==> src/rtl/lpf_stream_ctrl.sv <==
// Sequencing controller between the sample source and the FIR low-pass engine:
// flushes filter history with zeros, pairs each accepted input with one filter
// output, offers a one-cycle registered bypass, and recovers a stuck filter.
module lpf_stream_ctrl #(
  parameter int unsigned W         = 32,
  parameter int unsigned FLUSH_LEN = 41,
  parameter int unsigned MAX_OUT   = 1,
  parameter int unsigned TIMEOUT   = 256
) (
  input  logic         clk,
  input  logic         reset,
  input  logic         s_valid,
  output logic         s_ready,
  input  logic [W-1:0] s_data,
  output logic         m_valid,
  input  logic         m_ready,
  output logic [W-1:0] m_data,
  output logic         f_x_valid,
  input  logic         f_x_ready,
  output logic [W-1:0] f_x_data,
  input  logic         f_y_valid,
  output logic         f_y_ready,
  input  logic [W-1:0] f_y_data,
  input  logic         cfg_bypass,
  input  logic         cfg_flush,
  input  logic         cfg_clear_err,
  output logic [1:0]   state,
  output logic         busy,
  output logic         err_timeout
);

  localparam int unsigned OUT_W = $clog2(MAX_OUT + 1);
  localparam int unsigned FL_W  = $clog2(FLUSH_LEN + 1);
  localparam int unsigned WD_W  = $clog2(TIMEOUT + 1);

  typedef enum logic [1:0] {
    ST_FLUSH  = 2'd0,
    ST_RUN    = 2'd1,
    ST_DRAIN  = 2'd2,
    ST_BYPASS = 2'd3
  } state_e;

  state_e           state_q, state_d;
  logic             tgt_byp_q, tgt_byp_d;
  logic [OUT_W-1:0] out_q, out_d;
  logic [FL_W-1:0]  flush_q, flush_d;
  logic [WD_W-1:0]  wd_q, wd_d;
  logic             err_q, err_d;
  logic             full_q, full_d;
  logic [W-1:0]     bdata_q, bdata_d;

  logic has_room, pending, fx_hs, fy_hs;

  assign state       = state_q;
  assign busy        = (state_q == ST_FLUSH) || (state_q == ST_DRAIN);
  assign err_timeout = err_q;

  // State registers; reset discards everything, including in-flight accounting.
  always_ff @(posedge clk or posedge reset) begin
    if (reset) begin
      state_q   <= ST_FLUSH;
      tgt_byp_q <= 1'b0;
      out_q     <= '0;
      flush_q   <= '0;
      wd_q      <= '0;
      err_q     <= 1'b0;
      full_q    <= 1'b0;
      bdata_q   <= '0;
    end else begin
      state_q   <= state_d;
      tgt_byp_q <= tgt_byp_d;
      out_q     <= out_d;
      flush_q   <= flush_d;
      wd_q      <= wd_d;
      err_q     <= err_d;
      full_q    <= full_d;
      bdata_q   <= bdata_d;
    end
  end

  // Next-state, handshake steering, outstanding tracking and watchdog.
  always_comb begin
    state_d   = state_q;
    tgt_byp_d = tgt_byp_q;
    out_d     = out_q;
    flush_d   = flush_q;
    wd_d      = wd_q;
    err_d     = err_q;
    full_d    = full_q;
    bdata_d   = bdata_q;
    s_ready   = 1'b0;
    m_valid   = 1'b0;
    m_data    = '0;
    f_x_valid = 1'b0;
    f_x_data  = '0;
    f_y_ready = 1'b0;

    has_room = out_q < OUT_W'(MAX_OUT);
    pending  = out_q != '0;

    case (state_q)
      ST_FLUSH: begin
        f_x_valid = (flush_q < FL_W'(FLUSH_LEN)) && has_room;
        f_y_ready = pending;
        if ((flush_q == FL_W'(FLUSH_LEN)) && !pending) begin
          state_d = cfg_bypass ? ST_BYPASS : ST_RUN;
          flush_d = '0;
        end
      end
      ST_RUN: begin
        f_x_valid = s_valid && has_room;
        s_ready   = f_x_ready && has_room;
        f_x_data  = s_data;
        m_valid   = f_y_valid && pending;
        f_y_ready = m_ready && pending;
        m_data    = f_y_data;
        if (cfg_bypass) begin
          state_d   = ST_DRAIN;
          tgt_byp_d = 1'b1;
        end else if (cfg_flush) begin
          state_d   = ST_DRAIN;
          tgt_byp_d = 1'b0;
        end
      end
      ST_DRAIN: begin
        m_valid   = f_y_valid && pending;
        f_y_ready = m_ready && pending;
        m_data    = f_y_data;
        if (!pending) state_d = tgt_byp_q ? ST_BYPASS : ST_FLUSH;
      end
      ST_BYPASS: begin
        m_valid = full_q;
        m_data  = bdata_q;
        if (cfg_bypass) begin
          s_ready = !full_q || m_ready;
        end else if (!full_q) begin
          state_d = ST_FLUSH;
        end
        if (m_valid && m_ready) full_d = 1'b0;
        if (s_valid && s_ready) begin
          full_d  = 1'b1;
          bdata_d = s_data;
        end
      end
      default: state_d = ST_FLUSH;
    endcase

    // The flush-zero request must not appear while reset is held.
    if (reset) f_x_valid = 1'b0;

    fx_hs = f_x_valid && f_x_ready;
    fy_hs = f_y_valid && f_y_ready;

    if (fx_hs && !fy_hs)      out_d = out_q + OUT_W'(1);
    else if (fy_hs && !fx_hs) out_d = out_q - OUT_W'(1);

    if ((state_q == ST_FLUSH) && fx_hs) flush_d = flush_q + FL_W'(1);

    if (cfg_clear_err) err_d = 1'b0;

    // Watchdog: a stuck filter drops its in-flight work and forces a fresh flush.
    if ((state_q != ST_BYPASS) && pending && !fy_hs) begin
      if (wd_q == WD_W'(TIMEOUT - 1)) begin
        wd_d    = '0;
        err_d   = 1'b1;
        out_d   = '0;
        flush_d = '0;
        state_d = ST_FLUSH;
      end else begin
        wd_d = wd_q + WD_W'(1);
      end
    end else begin
      wd_d = '0;
    end
  end

endmodule

==> config.mk <==
export PLATFORM = sky130hd
export DESIGN_NAME = lpf_stream_ctrl
export DESIGN_NICKNAME = d
export VERILOG_FILES = /design/src/rtl/lpf_stream_ctrl.sv
export SDC_FILE = /design/constraint.sdc
export NUM_CORES = 1
export LEC_CHECK = 0
export CAP_MARGIN = 15
export CORE_ASPECT_RATIO = 1.5
export CORE_MARGIN = 2
export CORE_UTILIZATION = 35
export CTS_CLUSTER_SIZE = 20
export DETAILED_ROUTE_END_ITERATION = 12
export PLACE_DENSITY_LB_ADDON = 0.2
export RECOVER_POWER = 25
export SYNTH_ARGS = -nofsm -noshare
export SYNTH_HDL_FRONTEND = slang
export SYNTH_SLANG_ARGS = --single-unit
==> constraint.sdc <==
create_clock -name clk -period 2.2 [get_ports clk]
set_input_delay 0.44 -clock clk [delete_from_list [all_inputs] [get_ports clk]]
set_output_delay 0.44 -clock clk [all_outputs]
set_load 0.1 [all_outputs]
# Yosys cells after proc, flatten, opt, wreduce, memory -nomap -nowiden
# Index checks and enable logic that the tools add are counted.
word_totals:
  ff_bits: 53
  input_bits: 73
  output_inout_bits: 72
  elab_cells: 86
op_classes:
  addsub: 4
  n_lt_le_gt_ge: 2
  eq_ne: 6
  n_mux: 38
  reduce_logical: 28
ops:
  columns: ["operator", "count"]
  rows:
  - ["32-bit case mux with 2 select lines", 1]
  - ["32-bit 2-to-1 mux", 1]
  - ["6-bit 2-to-1 mux", 5]
  - ["2-bit 2-to-1 mux", 10]
  - ["9-bit 2-to-1 mux", 2]
  - ["1-bit logical AND", 15]
  - ["1-bit 2-to-1 mux", 14]
  - ["9-bit by 1-bit adder with 9-bit output, second input constant", 1]
  - ["9-bit by 8-bit equality test with 1-bit output, second input constant", 1]
  - ["1-bit case mux with 2 select lines", 4]
  - ["2-bit case mux with 4 select lines", 1]
  - ["6-bit by 1-bit adder with 6-bit output, second input constant", 1]
  - ["6-bit equality test, second input constant", 1]
  - ["6-bit < comparator, second input constant", 1]
  - ["2-bit AND reduction", 3]
  - ["2-bit equality test, second input constant", 2]
  - ["1-bit zero test", 4]
  - ["2-bit nonzero test", 2]
  - ["2-bit by 1-bit equality test with 1-bit output, second input constant", 1]
  - ["2-bit zero test", 1]
  - ["1-bit logical OR", 2]
  - ["2-bit inequality test, second input constant", 1]
  - ["2-bit OR reduction", 1]
  - ["1-bit adder, second input constant", 1]
  - ["2 further kinds", 2]

# Logic depth before layout (Yosys ltp)
# Gate-level depths: netlist of run 1.
logic_depth:
  depth_word: 11
  depth_mapped: 8
  mapped_depth_nobuf: 7

# Worst setup path before layout of run 1
# OpenSTA, ideal clock, no wires.
synth_timing:
  path_type: "register -> output"
  start: "register state_q[1] (netlist: state[1])"
  end: "output port m_data[10]"
  arrival_time_ps: 3263
  required_time_ps: 1760
  slack_ps: -1503
  stages_incl_launch_ff: 7
  path_buffers: 2
  cell_sequence: "dfrtp_1 > inv_1 > ha_1 > buf_2 > clkbuf_1 > a22oi_1 > nor2_1"
synth_between:
  elab_chain_cells: 3
  elab_cells_between_ends: 5
  cone_classes: "eq/ne: 3; mux: 1; reduce/logical: 1"
synth_rtl:
  columns: ["item", "line", "source"]
  rows:
  - ["start: declaration", "43", "state_e state_q, state_d;"]
  - ["start signal: assignment", "70", "state_q <= state_d;"]
  - ["2-bit equality test or 2-bit by 1-bit equality test with 1-bit output (tied branches)", "101", "case (state_q)"]
  - ["2-bit OR reduction (no source line)", null, null]
  - ["32-bit case mux with 2 select lines *", "101", null]
  - ["end: declaration", "17", "output logic [W-1:0] m_data,"]
# Mark *: on every way between the ends. The rest lies on a longest branch, timed or not.

# Final worst setup path of run 1
layout_timing:
  start: "register state_q[0] (netlist: state[0])"
  end: "output port m_data[7]"
# Same word-level chain as after synthesis.

==> results of run 1 <==
==> final timing paths <==
| kind | from | endpoint | slack (ns) | cells after the start |
|---|---|---|---|---|
| max | state[0] | m_data[7] | -0.06 | 7 |
| min | err_timeout | err_timeout | 0.50 | 1 |
| max reg2reg | state[0] | flush_q[1] | 0.14 | 9 |
| min reg2reg | err_timeout | err_timeout | 0.50 | 1 |
| max in group asynchronous | reset | bdata_q[21] | 1.12 | 3 |
| min in group asynchronous | reset | flush_q[2] | 0.53 | 2 |
==> per-layer routing <==
| metal | GRT usage (%) | up-vias |
|---|---|---|
| li1 | - | 1456 |
| met1 | 26.11 | 1516 |
| met2 | 40.32 | 110 |
| met3 | 3.881 | 17 |
| met4 | 6.354 | 0 |
| met5 | 0 | - |
==> sequential cells by signal (all words and copies together) (netlist names) <==
name	flops
state	2
flush_q	6
err_timeout	1
out_q	1
full_q	1
bdata_q	32
wd_q	9
tgt_byp_q	1
==> worst max-delay path, cell delays in order (launching register included) <==
cell and delay (ns):
dfrtp_2 0.45, inv_2 0.11, ha_4 0.25, buf_6 0.15, buf_4 0.14, a22oi_2 0.18, nor2_4 0.07, buf_12 0.17
==> cells in the final DEF (no fill, tap or decap), types with 5 or more instances in the layout <==
| cell | instances |
|---|---|
| nand2_1 | 13 |
| buf_12 | 73 |
| nand3_1 | 7 |
| xor2_1 | 5 |
| buf_4 | 28 |
| clkbuf_16 | 6 |
| dfrtp_1 | 50 |
| clkdlybuf4s50_1 | 72 |
| inv_1 | 7 |
| ha_1 | 5 |
| mux2_2 | 34 |
| nor2_1 | 16 |
| a21oi_1 | 8 |
| nor2_4 | 34 |
| and2_4 | 32 |
| a22oi_2 | 32 |
==> power by group through the flow <==
stage	clock, mW	sequential (mW)	combinational (mW)
final	0.777	1.14	2.01
after global routing	0.819	1.15	2.11
after CTS	0.788	1.14	1.90
after detailed placement	0	1.17	1.71
after global placement	0	1.16	1.69
after floorplan	0	1.17	1.22
==> kinds of logic (layout without fill, tap and decap cells) <==
logic type,after synthesis,count (layout),share of synthesized area (%)
fa+ha+maj,8,8,3.167
simple gates,126,126,21.18
compound gates,62,62,14.93
buf+inv,31,197,4.394
mux,35,35,12.43
xor+xnor,7,7,1.940
flops,53,53,41.96
==> area by class of cell <==
cell class | instances | area [um2] | area share [%]
timing repair buffer | 180 | 2492 | 38.70
multi-input combinational | 238 | 2297 | 35.67
sequential | 53 | 1330 | 20.65
clock buffer | 7 | 142.6 | 2.215
tap | 110 | 137.6 | 2.137
inverter | 10 | 40.04 | 0.6217
==> per-stage QoR <==
stage / util [%] / cell area, um2 / hold WS (ns) / setup WS, ns
final: 72.95 / 6440 / 0.4979 / -0.05795
after global routing: 72.95 / 6440 / 0.5178 / -0.1006
after global placement: 66.23 / 5847 / 0.4838 / 0.1671
after CTS: 71.03 / 6271 / 0.5015 / -0.04073
after detailed placement: 66.23 / 5847 / 0.4867 / 0.1253
after floorplan: - / 3627 / 0.4729 / -0.2208
==> timing repair <==
item	4_1_cts	5_1_grt
setup endpoints to repair	68	34
pin swaps	5	17
gates resized for setup	27	23
gates cloned	0	1
hold endpoints to repair	0	0
setup buffers	17	6
==> results.cfg, run 1 <==
[outcome]
outcome = finished with violations
violations = setup timing

[power]
power_density_mw_per_mm2 = 609.7
power_mw = 3.927
swShare_pct = 41.35
vdd_drop_max_uv = 771.3
p_clk_share_pct = 19.8
p_leak_nw = 2.625
power_frac_seq_pct = 29.1
combPwrFrac_pct = 51.1
internal_power_mw = 2.303
netSwitchingPower_mw = 1.624

[min_path]
hold_path_class = register to register

[final_layout]
instances_no_fill = 598
area_growth_pct = 103.8
num-fill-cells = 586
drive_gt1_share_pct = 56.76
antenna_cells = 0
fin_nets = 569

[clocking]
cts_buffer_depth = 2
cts_buffers = 5
clock-sinks = 53
clock_latency_ns = 0.29
cts_max_level = 2
root_buffer = clkbuf_16
cts_hold_buf = 0
cts_tree = built
path_clk_slew_ns = 0.07

[synthesis]
syn_avg_cell_area_um2 = 9.815
synth_cell_types = 45
ys_warn_count = 0
synthTopCellsByArea = dfrtp_1 42%, mux2_2 12%, a22oi_1 7.8%
netlist_area_mm2 = 0.003161
synth_common_cells = 53 x dfrtp_1, 50 x nor2_1, 34 x mux2_2, 33 x a22oi_1, 32 x and2_1
synth_top_cell_area_share_pct = 41.96
synth_cells = 322
synth_edf_count = 0
yosysMostFrequentCell = dfrtp_1
synth_seq_area_share_pct = 41.96
syn_nets = 403
post-synth-top-area-cell = dfrtp_1
synth_ff_type = dfrtp_1
async_flop_share_pct = 100.0
ys_ff_latch = 53

[timing]
tns_ns = -0.1820
rsz0062_at_grt = yes
fin_crit_sh_pct = 102.6
max_freq_mhz = 442.9
setup_violations = 4
worst-slew-pin-transition_ns = 0.4727
fin_skew_ns = 0.004962
maxSlewHeadroom_pct = 68.49
fin_ws_ns = -0.05795
slew_violations = 0
hold_viol_final = 0
min_period_ns = 2.258

[setup_path]
start_kind = register
cp-end-kind = primary output
crit_required_ns = 1.76
arrival_ns = 1.82
worstSetupPathType = register to primary output
path_max_fanout = 6

[routing]
wl_met2_mm = 5.726
wl_met3_um = 642
ant_nets = 0
via_count = 3099
drt-pass1-iter-count = 4
wl_per_cell_um = 18.01
m1WireLength_mm = 4.175
post-route-drc-count = 0
topRoutingLayerUsed = met4
wl_mm = 10.77
via_per_inst = 5.182
drt_iter0_markers = 133

[global_route]
grt_pass1_vias = 3289
grt_remaining_overflow = 0
antenna_found_initial = 0
grt_pass1_wl_mm = 16.86
grt_max_degree = 38
grt_use_total_pct = 22.19

[floorplanning]
start_util_pct = 35.80
io_pins = 145
die_area_mm2 = 0.009822
die_y_um = 120.4
core_mm2 = 0.008828
fp.dieW_um = 81.59
placementRows = 42

[placed_design]
dp_hpwl_mm = 7.496
place_inst = 567
gp_congestion = 0.7694
io_buffers = 144

[job]
max_cap_viol_count = 0
Power figures use the tool's default switching activity.
==> run 2: changes to the inputs <==
- clock period: 2.2 -> 2.6 ns (I/O delays scaled with it)
==> results.cfg, run 2 (synthesis gave the netlist of run 1 again) <==
[setup_path]
cp-end-kind = primary output
slowest_delay_ns = 0.46
path_cells = inv_2 > ha_2 > buf_6 > nand2_1 > a21oi_2 > nor2b_4 > buf_12
rrSetupSlack_ns = 0.42
cp_top_family = flip-flops
worstSetupPathType = register to primary output
slowest_stage = dfrtp_2
crit_required_ns = 2.08
crit_buf_inv = 3
arrival_ns = 1.96
start_kind = register
path_max_fanout = 17

[final_layout]
num-fill-cells = 675
ff_latch_area_mm2 = 0.001329
largest_reg_flops = 32
reg.largest.list = bdata_q (32), wd_q (9), flush_q (6)
drive_gt1_share_pct = 44.47
final_core_util_pct = 66.75
fin_nets = 541
antenna_cells = 0
regMostFlops = bdata_q
final_common_cell = buf_12
final_cell_mix = 72 x buf_12, 71 x clkdlybuf4s50_1, 51 x dfrtp_1
area_growth_pct = 86.46
multi_input_area_mm2 = 0.002027

[routing]
via_per_inst = 5.284
via_count = 3017
post-route-drc-count = 0
wl_per_cell_um = 17.40
drt-pass1-iter-count = 4
drt_iter0_markers = 143
wl_mm = 9.936
ant_nets = 0

[clocking]
root_buffer = clkbuf_16
path_clk_slew_ns = 0.07
cts_tree = built
clock-sinks = 53
cts_buffers = 5
postCtsSetupBuffers = 0
cts_buffer_depth = 2
cts_max_level = 2
clock_latency_ns = 0.29

[timing]
slew_violations = 0
max_freq_mhz = 403.0
fin_ws_ns = 0.1187
worst-slew-pin-transition_ns = 1.089
whs_ns = 0.4981
fin_skew_ns = 0.01065
setup_violations = 0
hold_viol_final = 0
min_period_ns = 2.481
fin_crit_sh_pct = 95.44
maxSlewHeadroom_pct = 27.32

[floorplanning]
start_util_pct = 35.80
core_mm2 = 0.008828
fp.dieW_um = 81.59
placementRows = 42
die_area_mm2 = 0.009822
io_pins = 145
die_y_um = 120.4

[global_route]
grt_pass1_vias = 3262
grt_max_degree = 35
grt_use_total_pct = 21.10
antenna_found_initial = 0
grt_pass1_wl_mm = 16.30
grt_remaining_overflow = 0

[placed_design]
pre_cts_ws_ns = 0.2656
io_buffers = 144
dp_hpwl_mm = 7.426
gp_congestion = 0.8090

[power]
p_leak_nw = 2.428
power_density_mw_per_mm2 = 514.7
vdd_drop_max_uv = 623.3

[min_path]
hold_path_class = register to register

[job]
max_cap_viol_count = 0

[outcome]
outcome = completed
==> run 2: changes by cell type in the layout (fill, tap and decap cells not counted), sizes merged <==
cell	change
clkdlybuf4s50	-1
dlygate4sd3	+1
buf	-27
==> run 2: final cells by class <==
| class | instances | share of cell area (%) |
|---|---|---|
| clock buffer | 8 | 2.314 |
| inverter | 10 | 0.6369 |
| multi-input combinational | 238 | 34.39 |
| sequential | 53 | 22.55 |
| tap | 110 | 2.335 |
| timing repair buffer | 152 | 37.77 |
==> run 2: repair_timing <==
action                                 4_1_cts  5_1_grt
gates resized for setup                      0        3
endpoints found under the hold margin        0        0
hold buffers                                 0        0
setup endpoints to repair                    0        1
==> run 2: final timing paths <==
kind                                  start           to  depth (start not counted)
worst max-delay path               state[1]    f_x_valid                          7
worst min-delay path            err_timeout  err_timeout                          1
worst max register to register     state[0]   flush_q[2]                          7
worst min register to register  err_timeout  err_timeout                          1
max in group asynchronous             reset     state[0]                          3
min in group asynchronous             reset      wd_q[6]                          2
==> run 2: routing by layer <==
layer  vias up  global-route usage, %  wire [um]
met4         0                  6.563        163
met2       112                  39.04       5432
li1       1393                      -          -
met3        13                  3.284        582
met5         -                      0          0
met1      1499                  24.19       3757
==> run 2: metrics by stage <==
| stage | instances | TNS (ns) | power [mW] | instance area, um2 |
|---|---|---|---|---|
| after floorplan | 322 | 0 | 1.957 | 3507 |
| after global placement | 563 | 0 | 2.390 | 5747 |
| after detailed placement | 563 | 0 | 2.415 | 5747 |
| after CTS | 571 | 0 | 3.060 | 5883 |
| after global routing | 571 | -0.002744 | 3.174 | 5893 |
| final | 571 | 0 | 3.033 | 5893 |
==> run 2: power breakdown <==
group / internal (mW) / switching, mW
Clock: 0.359 / 0.274
Combinational: 0.523 / 0.905
Sequential: 0.878 / 0.0943
Total: 1.76 / 1.27
